File: src/rtl/rd_sub_pipe.sv
// rd_sub_pipe: pipelined recursive-doubling subtractor, diff = a - b - bin.
// The borrow chain is computed as a + ~b + ~bin. Kill/propagate/generate codes
// are resolved by a doubling network with one register stage per level.
// Operands travel through the pipe as propagate bits next to their codes.
`timescale 1ns/1ps

module rd_sub_pipe #(
    parameter int unsigned WIDTH = 32
) (
    input  logic             clk,
    input  logic             rst,
    input  logic             in_valid,
    output logic             in_ready,
    input  logic [WIDTH-1:0] a,
    input  logic [WIDTH-1:0] b,
    input  logic             bin,
    output logic             out_valid,
    input  logic             out_ready,
    output logic [WIDTH-1:0] diff,
    output logic             borrow,
    output logic             zero
);

    localparam int unsigned LEVELS = $clog2(WIDTH);

    // Code at position j is {hi, lo}: kill = 00, generate = 11, propagate = 10.
    // Position 0 holds the carry-in code and position j > 0 holds bit j-1.
    // Once resolved, lo[j] is the carry into bit j.
    logic [WIDTH:0]   hi_q [0:LEVELS];
    logic [WIDTH:0]   lo_q [0:LEVELS];
    logic [WIDTH-1:0] p_q  [0:LEVELS];
    logic [LEVELS:0]  v_q;

    logic [WIDTH:0]   hi_n [1:LEVELS];
    logic [WIDTH:0]   lo_n [1:LEVELS];

    logic             stall;
    logic             top_prop;
    logic             carry_out;

    assign stall    = v_q[LEVELS] & ~out_ready;
    assign in_ready = ~stall;

    // Doubling step per level: a propagate position takes the code d places below.
    always_comb begin
        for (int k = 1; k <= int'(LEVELS); k++) begin
            hi_n[k] = hi_q[k-1];
            lo_n[k] = lo_q[k-1];
            for (int i = (1 << (k - 1)); i <= int'(WIDTH); i++) begin
                if (hi_q[k-1][i] && !lo_q[k-1][i]) begin
                    hi_n[k][i] = hi_q[k-1][i - (1 << (k - 1))];
                    lo_n[k][i] = lo_q[k-1][i - (1 << (k - 1))];
                end
            end
        end
    end

    // Pipeline registers: S0 captures operands on accept; the whole pipe holds on stall.
    always_ff @(posedge clk) begin
        if (rst) begin
            for (int k = 0; k <= int'(LEVELS); k++) begin
                hi_q[k] <= '0;
                lo_q[k] <= '0;
                p_q[k]  <= '0;
            end
            v_q <= '0;
        end else if (!stall) begin
            hi_q[0] <= {a | ~b, ~bin};
            lo_q[0] <= {a & ~b, ~bin};
            p_q[0]  <= a ^ ~b;
            for (int k = 1; k <= int'(LEVELS); k++) begin
                hi_q[k] <= hi_n[k];
                lo_q[k] <= lo_n[k];
                p_q[k]  <= p_q[k-1];
            end
            v_q <= {v_q[LEVELS-1:0], in_valid};
        end
    end

    // The doubling reach covers WIDTH positions, so the carry-out position can
    // still be propagate when every bit propagates; it then inherits the carry-in.
    assign top_prop  = hi_q[LEVELS][WIDTH] & ~lo_q[LEVELS][WIDTH];
    assign carry_out = top_prop ? lo_q[LEVELS][0] : lo_q[LEVELS][WIDTH];

    // Result decode from the last stage registers only.
    assign out_valid = v_q[LEVELS];
    assign diff      = p_q[LEVELS] ^ lo_q[LEVELS][WIDTH-1:0];
    assign borrow    = v_q[LEVELS] & ~carry_out;
    assign zero      = v_q[LEVELS] & (diff == '0);

endmodule
File: config.mk
export PLATFORM = sky130hd
export DESIGN_NAME = rd_sub_pipe
export DESIGN_NICKNAME = d
export VERILOG_FILES = /design/src/rtl/rd_sub_pipe.sv
export SDC_FILE = /design/constraint.sdc
export NUM_CORES = 1
export LEC_CHECK = 0
export CORE_MARGIN = 3
export CORE_UTILIZATION = 54
export CTS_CLUSTER_DIAMETER = 80
export DETAILED_ROUTE_END_ITERATION = 8
export PLACE_DENSITY = 0.76
export SLEW_MARGIN = 40
export SYNTH_ARGS = -nofsm -noshare
export SYNTH_HDL_FRONTEND = slang
export SYNTH_SLANG_ARGS = --single-unit
export TNS_END_PERCENT = 5
File: constraint.sdc
create_clock -name clk -period 9.1 [get_ports clk]
set_clock_uncertainty 0.15 [all_clocks]
set_input_delay 1.365 -clock clk [delete_from_list [all_inputs] [get_ports clk]]
set_output_delay 1.365 -clock clk [all_outputs]
set_load 0.005 [all_outputs]
# Word level (Yosys, flattened, before mapping)
# Memory sizes are Yosys's and may differ from the RTL's.
# Cells that the tools add are included.
classes:
  muxes: 292
  bitwise: 32
  reduce_logical: 269
ops:
  columns: ["cell", "count"]
  rows:
  - ["33-bit two-way mux", 12]
  - ["1-bit two-way mux", 274]
  - ["32-bit two-way mux", 6]
  - ["1-bit logical AND", 134]
  - ["1-bit logical NOT", 134]
  - ["32-bit XOR", 2]
  - ["32-bit bitwise AND", 1]
  - ["32-bit logical NOT", 1]
  - ["32-bit inverter", 1]
  - ["32-bit OR", 1]
  - ["1-bit OR", 18]
  - ["1-bit inverter", 5]
  - ["1-bit bitwise AND", 4]
totals:
  inputBits: 69
  mem_bits_rw: 588
  output_inout_bits: 36
  elab_cells: 597
  ff_bits: 6
  mem_count: 3
memory_table:
  columns: ["name", "words", "width", "read_ports", "rd_ports_with_merged_regs", "write_ports", "line_no", "text"]
  rows:
  - ["hi_q", 6, 33, 6, 0, 6, "29", "logic [WIDTH:0] hi_q [0:LEVELS];"]
  - ["lo_q", 6, 33, 6, 0, 6, "30", "logic [WIDTH:0] lo_q [0:LEVELS];"]
  - ["p_q", 6, 32, 6, 0, 6, "31", "logic [WIDTH-1:0] p_q [0:LEVELS];"]

# Longest topological paths before layout
logic_depth:
  depth_word: 6
  ltp_mapped: 8
  depth_no_buf: 5

# Least setup slack after synthesis
# Ideal clock, no wire load.
synth_path:
  kind: "input port to flip-flop"
  from: "input rst"
  to: "memory hi_q[0][0] (netlist bit), enable pin"
  setup_ps: 674
  stages: 2
  arrival_time_ps: 7926
  n_path_buf: 1
  setup_slack_ps: 349
  cell_sequence: "clkbuf_1 or2_2"
synth_rtl:
  columns: ["item", "line_no", "text"]
  rows:
  - ["start: declaration", "11", "input logic rst,"]
  - ["end: declaration", "29", null]

# Worst setup path in the final report
layout_path:
  from: "input out_ready"
  to: "output in_ready"
layout_between:
  elab_chain_cells: 3
layout_lines:
  columns: ["item", "line_no", "text"]
  rows:
  - ["start: declaration", "18", "input logic out_ready,"]
  - ["1-bit inverter", "41", "assign stall = v_q[LEVELS] & ~out_ready;"]
  - ["1-bit bitwise AND", "41", null]
  - ["1-bit inverter", "42", "assign in_ready = ~stall;"]
  - ["end: declaration", "13", "output logic in_ready,"]
# Every way passes these cells.

==> results_dict.tcl <==
set metrics [dict create \
    place_congestion 0.771 \
    grt.met3_usage_pct 3.01 \
    cts_sinks 531 \
    hold_start "v_q[3]" \
    cts.clk_slew.worst_paths_ns 0.06 \
    ant_nets 0 \
    vias 11400 \
    syn2layout_area_growth_pct 14.3 \
    r2r_start "v_q[5]" \
    antenna_found_initial 0 \
    grt-ovfl-total 0 \
    track_usage_pct 16.9 \
    drt-pass1-iter-count 5 \
    p_per_area_mw_per_mm2 199 \
    core_sq_mm 0.0391 \
    max_slew_margin_pct 48.8 \
    routed_wl_mm 35.8 \
    p_leak_nw 10.3 \
    critPathArrivalTime_ns 2.61 \
    required_ns 7.59 \
    worstPathMaxFanout 8 \
    synth_top_area_share_pct 73.0 \
    fin_hold_ws_ns 0.320 \
    gr-usage-met2_pct 28.0 \
    holdBufCountCts 0 \
    crit_type "primary input to output pin" \
    htreeDepth 2 \
    yosys_warnings 0 \
    vdd_drop_max_uv 127 \
    avgSynthCellArea_sq_um 14.0 \
    timing.rr.end "p_q[1][22]" \
    min-delay-path-class "flip-flop to flip-flop" \
    hold_viol 0 \
    report.final.slew_viol_count 0 \
    cts-root-buf "clkbuf_16" \
    grt_first_pass_wirelength_mm 56.8 \
    critical_path.startpoint_type "primary input" \
    cts_resized 0 \
    dr.first_iter.drc_count 1209 \
    hold_end "v_q[4]" \
    die_w_um 206 \
    numCtsBuffers 51 \
    drc 0 \
    synth_area_sq_mm 0.0216 \
    top_usage_layer "met2" \
    initial_core_util_pct 55.2 \
    rows 72 \
    portBuffers 104 \
    fin_nets 1790 \
    synth_cell_type_count 26 \
    synth_top_area_cell "edfxtp_1" \
    cts_buffer_depth 3 \
    fillers 2860 \
    outcome "finished clean" \
    post_cts_buffers 0 \
    synth-seq-cells 531 \
    worst-r2r-cell-count 6 \
    postSynthCellCount 1548 \
    hpwlAfterDp_mm 23.0 \
    grt_setup_unrepaired "no" \
    post_drt_wl_per_cell_um 16.2 \
    synth_nets 1681 \
    setup_violations 0 \
    die_y_um 206 \
    final.min_clock_period_ns 4.12 \
    cts_tree "done" \
    worst_pin_slew_ns 0.768 \
    hold_path_depth 2 \
    ios 105 \
    grt_pass1_vias 11200 \
    clk_latency_ns 0.56 \
    antenna_cells 0 \
    grt_max_degree 256 \
    drive_gt1_share_pct 5.01 \
    reg2reg_slack_ns 6.18 \
    yosys-top-cells-area "edfxtp_1 73%, and2_1 7.4%, nor2_1 4.7%" \
    maxCapViolCount 0 \
    dieArea_sq_mm 0.0424 \
    fin_crit_sh_pct 45.3 \
    yosysSeqAreaShare_pct 73.5 \
    use_met1_pct 23.4 \
    worst_setup_path_end_kind "output pin" \
    tns_ns 0 \
    viasPerCell 5.16 \
    fmax_mhz 243 \
]
-- cell type report --
| cell class | instances | area, sq um | area share (%) |
|---|---|---|---|
| clock buffer | 68 | 1390 | 5.63 |
| tap | 518 | 648 | 2.63 |
| timing repair buffer | 115 | 1250 | 5.08 |
| clock inverter | 25 | 171 | 0.695 |
| sequential | 531 | 15900 | 64.4 |
| inverter | 66 | 250 | 1.01 |
| multi-input combinational | 892 | 5080 | 20.6 |
-- synth_stat cells --
| cell | number |
|---|---|
| edfxtp_1 | 525 |
| nor2_1 | 273 |
| and2_1 | 255 |
| a21oi_1 | 139 |
| o21ai_0 | 103 |
| ha_1 | 64 |
| inv_1 | 64 |
| xor2_1 | 32 |
| clkbuf_1 | 21 |
| buf_6 | 19 |
| nand2_1 | 10 |
| buf_2 | 9 |
| nor4_1 | 7 |
| clkbuf_2 | 6 |
| dfxtp_1 | 6 |
| buf_4 | 4 |
| nand4_1 | 2 |
| a211oi_1 | 1 |
| inv_2 | 1 |
| inv_4 | 1 |
| nand2b_1 | 1 |
| nor2_2 | 1 |
| nor2_8 | 1 |
| nor3_1 | 1 |
| nor3b_1 | 1 |
| or2_2 | 1 |
-- cells in the final DEF, fill, tap and decap left out, types with 2 or more instances in the layout --
cell type        count
buf_6                2
clkinvlp_4           2
inv_6                2
and2_1             255
clkdlybuf4s50_1    104
nand2_1             10
o21ai_0            103
ha_1                64
xor2_1              32
clkinv_2             6
buf_12               5
clkinv_1            13
bufinv_16            2
nand4_1              2
edfxtp_1           525
a21oi_1            139
buf_16               3
nor4_1               7
clkbuf_8             5
dfxtp_1              6
clkbuf_1            12
nor2_1             273
inv_1               64
clkbuf_16           51
-- worst max-delay path by stage --
stage	start	end	depth (start not counted)	slack (ns)
2_1_floorplan	rst	hi_q[0][0]	2	0.35
3_3_place_gp	rst	lo_q[0][79]	4	4.82
3_5_place_dp	rst	p_q[0][21]	4	4.69
4_1_cts	out_ready	in_ready	4	4.97
5_1_grt	out_ready	in_ready	4	4.93
6_report	out_ready	in_ready	4	4.98
-- kinds of logic (layout without fill, tap and decap cells) --
family	after synthesis	count (layout)	share of synthesized area, %
compound gates	243	243	5.64
xor+xnor	32	32	1.30
fa+ha+maj	64	64	3.71
buf+inv	125	274	3.00
flops	531	531	73.5
simple gates	553	553	12.8
-- metrics by stage --
step                      worst slack, ns  area, sq um  total power (W)  std cells  util, %
after floorplan                     0.349        21600          0.00292       1548        -
after global placement               4.82        23000          0.00299       2117     58.8
after detailed placement             4.69        23000          0.00300       2118     58.9
after CTS                            4.97        24600          0.00495       2211     62.9
after global routing                 4.93        24700          0.00508       2215     63.1
final                                4.98        24700          0.00491       2215     63.1
-- critical path, stage by stage --
cell,delay [ns]
clkdlybuf4s50_1,0.56
nor2_8,0.07
inv_4,0.10
clkdlybuf4s50_1,0.51
-- flip-flops by register name, indices dropped and copies added, names as in the netlist --
| name | cells |
|---|---|
| hi_q | 141 |
| lo_q | 192 |
| p_q | 192 |
| v_q | 6 |
-- power by group --
group | leakage [nW] | switching (W) | internal [W]
Sequential | 6.40 | 0.0000386 | 0.00274
Clock | 0.760 | 0.000835 | 0.00113
Combinational | 3.16 | 0.0000894 | 0.0000801
-- routing by layer --
metal / part of all wire (%) / vias up
li1: - / 5633
met1: 44 / 5438
met2: 48 / 303
met3: 5.6 / 61
met4: 2.3 / 0
met5: 0 / -
Note: power is estimated with default switching activity, not from simulation.
